File: config.mk
export PLATFORM = sky130hd
export DESIGN_NAME = lcd_fill_scheduler
export DESIGN_NICKNAME = d
export VERILOG_FILES = /design/src/rtl/lcd_pkg.sv /design/src/rtl/lcd_rr_arbiter.sv /design/src/rtl/lcd_fill_scheduler.sv
export SDC_FILE = /design/constraint.sdc
export NUM_CORES = 1
export LEC_CHECK = 0
export CAP_MARGIN = 20
export CORE_MARGIN = 3
export CORE_UTILIZATION = 31
export CTS_BUF_LIST = sky130_fd_sc_hd__clkbuf_4 sky130_fd_sc_hd__clkbuf_8
export DETAILED_ROUTE_END_ITERATION = 8
export PLACE_DENSITY = 0.61
export SETUP_SLACK_MARGIN = 0.4
export SYNTH_ARGS = -nofsm -noshare
export SYNTH_HDL_FRONTEND = slang
export SYNTH_SLANG_ARGS = --single-unit
File: constraint.sdc
create_clock -name clk -period 3.98 [get_ports clk]
set_input_delay 0.796 -clock clk [delete_from_list [all_inputs] [get_ports clk]]
set_output_delay 0.796 -clock clk [all_outputs]
set_load 0.02 [all_outputs]
File: src/rtl/lcd_pkg.sv
// Shared opcodes, panel defaults and scheduler state encoding for the LCD fill path.
package lcd_pkg;

    localparam logic [7:0] CMD_CASET = 8'h2A;
    localparam logic [7:0] CMD_RASET = 8'h2B;
    localparam logic [7:0] CMD_RAMWR = 8'h2C;

    localparam int DEF_COL_OFFSET = 40;
    localparam int DEF_ROW_OFFSET = 53;
    localparam int DEF_WIDTH      = 240;
    localparam int DEF_HEIGHT     = 135;

    typedef enum logic [2:0] {
        S_IDLE,
        S_CASET_C,
        S_CASET_D,
        S_RASET_C,
        S_RASET_D,
        S_RAMWR_C,
        S_PIXEL,
        S_FINISH
    } sched_state_t;

    // Window bytes go out as start[15:8], start[7:0], end[15:8], end[7:0].
    function automatic logic [7:0] addr_byte(input logic [1:0] idx,
                                             input logic [15:0] a,
                                             input logic [15:0] b);
        logic [7:0] r;
        case (idx)
            2'd0:    r = a[15:8];
            2'd1:    r = a[7:0];
            2'd2:    r = b[15:8];
            default: r = b[7:0];
        endcase
        return r;
    endfunction

endpackage

File: src/rtl/lcd_rr_arbiter.sv
// Two-way round-robin: on a tie the requester not granted last wins.
module lcd_rr_arbiter (
    input  logic       clk,
    input  logic       reset,
    input  logic [1:0] i_req,
    input  logic       i_accept,
    output logic       o_gnt_id
);

    logic r_last;

    always_comb begin
        o_gnt_id = i_req[1];
        if (i_req == 2'b11)
            o_gnt_id = ~r_last;
    end

    always_ff @(posedge clk) begin
        if (reset)
            r_last <= 1'b1;
        else if (i_accept)
            r_last <= o_gnt_id;
    end

endmodule

File: src/rtl/lcd_fill_scheduler.sv
// Arbitrates two fill requesters and emits CASET/RASET/RAMWR plus RGB565 pixel bytes
// onto a valid/ready byte stream toward the SPI serializer.
module lcd_fill_scheduler
    import lcd_pkg::*;
#(
    parameter int COL_OFFSET = DEF_COL_OFFSET,
    parameter int ROW_OFFSET = DEF_ROW_OFFSET,
    parameter int WIDTH      = DEF_WIDTH,
    parameter int HEIGHT     = DEF_HEIGHT
) (
    input  logic        clk,
    input  logic        reset,
    input  logic        init_done,
    input  logic        req0_valid,
    output logic        req0_ready,
    input  logic [7:0]  req0_x0,
    input  logic [7:0]  req0_x1,
    input  logic [7:0]  req0_y0,
    input  logic [7:0]  req0_y1,
    input  logic [15:0] req0_color,
    input  logic        req1_valid,
    output logic        req1_ready,
    input  logic [7:0]  req1_x0,
    input  logic [7:0]  req1_x1,
    input  logic [7:0]  req1_y0,
    input  logic [7:0]  req1_y1,
    input  logic [15:0] req1_color,
    output logic        out_valid,
    input  logic        out_ready,
    output logic [7:0]  out_data,
    output logic        out_dc,
    output logic        out_last,
    output logic        busy,
    output logic        active_id,
    output logic        done,
    output logic        err
);

    sched_state_t r_state, w_next;
    logic [7:0]   r_x0, r_x1, r_y0, r_y1, r_col, r_row;
    logic [15:0]  r_color;
    logic [1:0]   r_idx;
    logic         r_active;

    logic         w_accept, w_gid, w_bad, w_xfer, w_pix_end;
    logic [7:0]   w_x0, w_x1, w_y0, w_y1;
    logic [15:0]  w_color, w_cs, w_ce, w_rs, w_re;

    // Ready is combinational in IDLE so the accept cycle is the ready cycle.
    assign w_accept = (r_state == S_IDLE) && init_done && !reset && (req0_valid || req1_valid);

    lcd_rr_arbiter u_arb (
        .clk      (clk),
        .reset    (reset),
        .i_req    ({req1_valid, req0_valid}),
        .i_accept (w_accept),
        .o_gnt_id (w_gid)
    );

    assign w_x0    = w_gid ? req1_x0    : req0_x0;
    assign w_x1    = w_gid ? req1_x1    : req0_x1;
    assign w_y0    = w_gid ? req1_y0    : req0_y0;
    assign w_y1    = w_gid ? req1_y1    : req0_y1;
    assign w_color = w_gid ? req1_color : req0_color;

    assign w_bad = (w_x0 > w_x1) || (w_y0 > w_y1) ||
                   ({8'd0, w_x1} >= 16'(WIDTH)) || ({8'd0, w_y1} >= 16'(HEIGHT));

    assign req0_ready = w_accept & ~w_gid;
    assign req1_ready = w_accept &  w_gid;
    assign err        = w_accept &  w_bad;

    assign w_cs = {8'd0, r_x0} + 16'(COL_OFFSET);
    assign w_ce = {8'd0, r_x1} + 16'(COL_OFFSET);
    assign w_rs = {8'd0, r_y0} + 16'(ROW_OFFSET);
    assign w_re = {8'd0, r_y1} + 16'(ROW_OFFSET);

    assign w_xfer    = out_valid & out_ready;
    assign w_pix_end = r_idx[0] && (r_col == r_x1) && (r_row == r_y1);

    assign busy      = (r_state != S_IDLE) && (r_state != S_FINISH);
    assign done      = (r_state == S_FINISH);
    assign active_id = r_active;

    always_comb begin
        w_next = r_state;
        case (r_state)
            S_IDLE:    if (w_accept && !w_bad)         w_next = S_CASET_C;
            S_CASET_C: if (w_xfer)                     w_next = S_CASET_D;
            S_CASET_D: if (w_xfer && r_idx == 2'd3)    w_next = S_RASET_C;
            S_RASET_C: if (w_xfer)                     w_next = S_RASET_D;
            S_RASET_D: if (w_xfer && r_idx == 2'd3)    w_next = S_RAMWR_C;
            S_RAMWR_C: if (w_xfer)                     w_next = S_PIXEL;
            S_PIXEL:   if (w_xfer && w_pix_end)        w_next = S_FINISH;
            S_FINISH:                                  w_next = S_IDLE;
            default:                                   w_next = S_IDLE;
        endcase
    end

    always_comb begin
        out_valid = 1'b0;
        out_data  = 8'h00;
        out_dc    = 1'b1;
        out_last  = 1'b0;
        case (r_state)
            S_CASET_C: begin out_valid = 1'b1; out_dc = 1'b0; out_data = CMD_CASET; end
            S_CASET_D: begin out_valid = 1'b1; out_data = addr_byte(r_idx, w_cs, w_ce); end
            S_RASET_C: begin out_valid = 1'b1; out_dc = 1'b0; out_data = CMD_RASET; end
            S_RASET_D: begin out_valid = 1'b1; out_data = addr_byte(r_idx, w_rs, w_re); end
            S_RAMWR_C: begin out_valid = 1'b1; out_dc = 1'b0; out_data = CMD_RAMWR; end
            S_PIXEL: begin
                out_valid = 1'b1;
                out_data  = r_idx[0] ? r_color[7:0] : r_color[15:8];
                out_last  = w_pix_end;
            end
            default: ;
        endcase
    end

    always_ff @(posedge clk) begin
        if (reset) begin
            r_state  <= S_IDLE;
            r_idx    <= 2'd0;
            r_active <= 1'b0;
            r_col    <= 8'd0;
            r_row    <= 8'd0;
            r_x0     <= 8'd0;
            r_x1     <= 8'd0;
            r_y0     <= 8'd0;
            r_y1     <= 8'd0;
            r_color  <= 16'd0;
        end else begin
            r_state <= w_next;
            if (w_accept && !w_bad) begin
                r_x0     <= w_x0;
                r_x1     <= w_x1;
                r_y0     <= w_y0;
                r_y1     <= w_y1;
                r_color  <= w_color;
                r_active <= w_gid;
                r_idx    <= 2'd0;
            end
            if (w_xfer) begin
                case (r_state)
                    S_CASET_D, S_RASET_D: r_idx <= r_idx + 2'd1;
                    S_RAMWR_C: begin
                        r_col <= r_x0;
                        r_row <= r_y0;
                        r_idx <= 2'd0;
                    end
                    S_PIXEL: begin
                        // Bit 0 selects high/low colour byte; position steps after the low byte.
                        r_idx <= {1'b0, ~r_idx[0]};
                        if (r_idx[0]) begin
                            if (r_col == r_x1) begin
                                r_col <= r_x0;
                                r_row <= r_row + 8'd1;
                            end else begin
                                r_col <= r_col + 8'd1;
                            end
                        end
                    end
                    default: ;
                endcase
            end
        end
    end

endmodule

==> impl_metrics.toml, run 1 <==
[route]
drcViolationCount = 0
wl_per_cell_um = 16.8
first_pass_iters = 5
final_antenna_net_count = 0
vias = 5723
vias_per_cell = 5.37
wl_um = 17900
drtIter0Drc = 319

[final_layout]
syn_to_final_growth_pct = 47.4
antenna_cells = 0
num-nets-final = 972
drive_above_1_share = 0.224
fill_cells = 1625
fin_cells = 1066
postLayoutCellArea_mm2 = 0.00775

[worst_setup_path]
critical_path_buf_inv_count = 3
r2r-start = "u_arb.r_last$_SDFFE_PP1P_"
slowest_delay_ns = 0.28
crit_top_cell = "buf_6"
start_kind = "input pin"
r2r_end = "r_y0[6]$_SDFFE_PP0P_"
r2r_slack_ns = 0.64
critPathRequiredTime_ns = 3.18
cp_top_family = "compound AO/OA/AOI/OAI gates"
cp_slowest_cell = "a221oi_2"
path_cells = "buf_6, a21bo_4, buf_12, mux2i_4, ha_4, nand4_1, or2_4, a221oi_2, nor3b_2, a21oi_2, buf_6"
r2r_cells = 13
critPathKind = "input pin to output port"
endpoint = "err"
cp.depth = 11
worstPathMaxFanout = 5
worstPathArrival_ns = 2.89
startpoint = "req0_valid"
cp-end-kind = "output port"

[yosys]
yosysTopAreaCell = "dfxtp_1"
syn_area_mm2 = 0.00526
syn_avg_cell_area_um2 = 7.57
ys.flop_type = "dfxtp_1"
synth_top_area_share = 0.270
yosysUniqueCellTypes = 59
ys_seq_elements = 71
yosysWarningCount = 0
synth_nets = 822
synthTopCellsByArea = "dfxtp_1, nand2_1, ha_1"
syn_inst = 695
async_flop_share = 0
synth-edff-count = 0
ys_seq_area_frac = 0.270

[timing]
skew_ns = 0.0107
grt_setup_unrepaired = "yes"
hold_violations = 0
fin_crit_sh = 0.925
min_period_ns = 3.68
drv_slew = 0
worst_pin_slew_ns = 0.887
fmax_mhz = 272
tns_ns = 0
slew_headroom = 0.408
setup_violations = 0

[pwr]
p_switching_mw = 0.617
p_clk_frac = 0.329
p_seq_frac = 0.367
p_leak_nw = 2.93
p_per_area_mw_per_mm2 = 263
p_int_mw = 1.42
peakVddDrop_uv = 198
swShare = 0.303
combPwrFrac = 0.304

[global_routing]
grt_pass1_wl_um = 28800
gr-total-overflow = 0
grt_pass1_vias = 5661
antenna_found_initial = 0
grtUsageTotal = 0.193
grt_max_degree = 70

[floorplanning]
core_mm2 = 0.0162
chipHeight_um = 136
boundaryPins = 119
die_area_mm2 = 0.0186
fp.dieW_um = 136
rows = 46
initial_core_util = 0.324

[cts]
path_clk_slew_ns = 0.07
clock-sinks = 71
cts_max_level = 3
clock_latency_ns = 0.36
clock_path_buffers = 2
cts_tree = "built"
cts_buffers = 9
root_buffer = "clkbuf_8"

[placement]
place_area_mm2 = 0.00706
dpl.hpwl_um = 13200
gp_congestion = 0.864
placed_cells = 1040
portBuffers = 118

[flow_run]
maxCapViolations = 0

[min_path]
hold_path_class = "flop to flop"

[outcome]
status = "completed"
worst register-to-register path, stage by stage (launching register included):
cell	delay [ns]
dfxtp_1	0.37
a21bo_4	0.29
buf_12	0.16
mux2i_4	0.20
ha_4	0.27
nand4_1	0.11
or2_4	0.25
a221oi_2	0.28
buf_4	0.15
or4b_1	0.44
buf_6	0.20
buf_8	0.20
o21ai_0	0.17
a21oi_1	0.09
layer usage:
layer	global-route usage	part of all wire
met1	0.244	0.44
met2	0.322	0.48
met5	0	0
met3	0.0474	0.055
met4	0.0655	0.023
registers in the layout (all words and copies together), names as in the netlist:
name and flops:
r_y1 8, r_x0 8, r_x1 8, r_state 3
r_idx 2, r_y0 8, u_arb.r_last 1, r_row 8
active_id 1, r_color 16, r_col 8
cell usage after synthesis, types with 4 or more instances:
cell       instances
nand3_1           30
a21oi_1           50
a31oi_1            4
o21ai_0           41
a21o_1             6
nor3_1             4
nor2_1            28
a2bb2oi_1          4
nor2b_1           10
buf_2              7
clkbuf_1          41
a221oi_1           6
and3_1             7
nand2_1          129
nand4_1           11
a2111oi_0         20
mux2i_1           26
a31o_2            33
nor4_1            16
xor2_1             7
a21boi_0           4
dfxtp_1           71
inv_1              6
buf_1              6
ha_1              25
a22oi_1            6
a211oi_1           5
o22ai_1            6
nand2b_1           7
xnor2_1           31
worst min path at each step:
stage / startpoint / end / slack [ns] / cells past startpoint
floorplan: u_arb.r_last$_SDFFE_PP1P_ / u_arb.r_last$_SDFFE_PP1P_ / 0.46 / 2
global placement: active_id$_SDFFE_PP0P_ / active_id$_SDFFE_PP0P_ / 0.46 / 2
detailed placement: active_id$_SDFFE_PP0P_ / active_id$_SDFFE_PP0P_ / 0.47 / 2
CTS: active_id$_SDFFE_PP0P_ / active_id$_SDFFE_PP0P_ / 0.48 / 2
global route: r_color[3]$_SDFFE_PP0P_ / r_color[3]$_SDFFE_PP0P_ / 0.50 / 1
finish: active_id$_SDFFE_PP0P_ / active_id$_SDFFE_PP0P_ / 0.48 / 2
power by group through the flow:
stage / clock [mW] / combinational [mW] / sequential (mW)
3_5_place_dp: 0 / 0.539 / 0.763
5_1_grt: 0.712 / 0.672 / 0.749
2_1_floorplan: 0 / 0.278 / 0.756
6_report: 0.672 / 0.620 / 0.747
4_1_cts: 0.682 / 0.588 / 0.747
3_3_place_gp: 0 / 0.539 / 0.763
stage by stage:
step                utilization  setup WS, ns  hold WS, ns  total power [mW]
detailed placement        0.435        -0.634        0.470              1.30
CTS                       0.466         0.291        0.480              2.02
floorplan                     -         0.328        0.458              1.03
global route              0.478         0.183        0.504              2.13
finish                    0.478         0.298        0.479              2.04
global placement          0.435        -0.584        0.461              1.30
final cells by class:
| cell class | instances | area (µm²) | area share |
|---|---|---|---|
| multi-input cells | 562 | 3940 | 0.508 |
| flip-flops and latches | 71 | 1420 | 0.183 |
| clock buffers | 11 | 151 | 0.0195 |
| clock inverters | 5 | 80.1 | 0.0103 |
| inverters | 7 | 26.3 | 0.00339 |
| repair buffers | 194 | 1870 | 0.241 |
| well taps | 216 | 270 | 0.0348 |
what timing repair did:
item	4_1_cts	5_1_grt
cloned	4	0
gates resized for setup	52	59
setup endpoints to repair	57	52
hold buffers	0	0
pin swaps	17	5
setup buffers	6	0
logic make-up (layout without fill, tap and decap cells):
kind of cell / Yosys count / in the layout / share of synthesized area
adder cells (fa/ha/maj): 25 / 25 / 0.0595
flip-flops: 71 / 71 / 0.270
AND/OR/NAND/NOR: 262 / 262 / 0.234
buffers and inverters: 62 / 217 / 0.0473
XOR/XNOR: 38 / 38 / 0.0633
AO/OA/AOI/OAI: 208 / 208 / 0.270
multiplexers: 29 / 29 / 0.0559
cell usage in the layout, fill, tap and decap left out, types with 6 or more instances in the layout:
| master | n |
|---|---|
| nand2_1 | 125 |
| nand2b_1 | 7 |
| nor2_1 | 28 |
| nor2b_1 | 10 |
| xnor2_1 | 31 |
| buf_4 | 63 |
| ha_1 | 19 |
| inv_1 | 6 |
| a21o_1 | 6 |
| a21oi_1 | 49 |
| clkdlybuf4s50_1 | 110 |
| o22ai_1 | 6 |
| clkbuf_8 | 11 |
| a22oi_1 | 6 |
| mux2i_1 | 17 |
| buf_6 | 8 |
| a31o_2 | 33 |
| and3_1 | 7 |
| nand4_1 | 11 |
| nand3_1 | 30 |
| dfxtp_1 | 70 |
| o21ai_1 | 14 |
| mux2i_2 | 6 |
| xor2_1 | 7 |
| nor4_2 | 11 |
| o21ai_0 | 29 |
| a2111oi_2 | 13 |
Power figures use the tool's default switching activity.
==> inputs of run 2 (changes only) <==
Settings changed: HOLD_SLACK_MARGIN set to 0.06, SLEW_MARGIN set to 20.
==> results of run 2 <==
No change in the layout: final DEF, timing and power equal those of run 1.
==> inputs of run 3 (changes only) <==
Settings changed: ABC_CLOCK_PERIOD_IN_PS set to 3980.
==> results of run 3 <==
No change in the layout: final DEF, timing and power equal those of run 1.
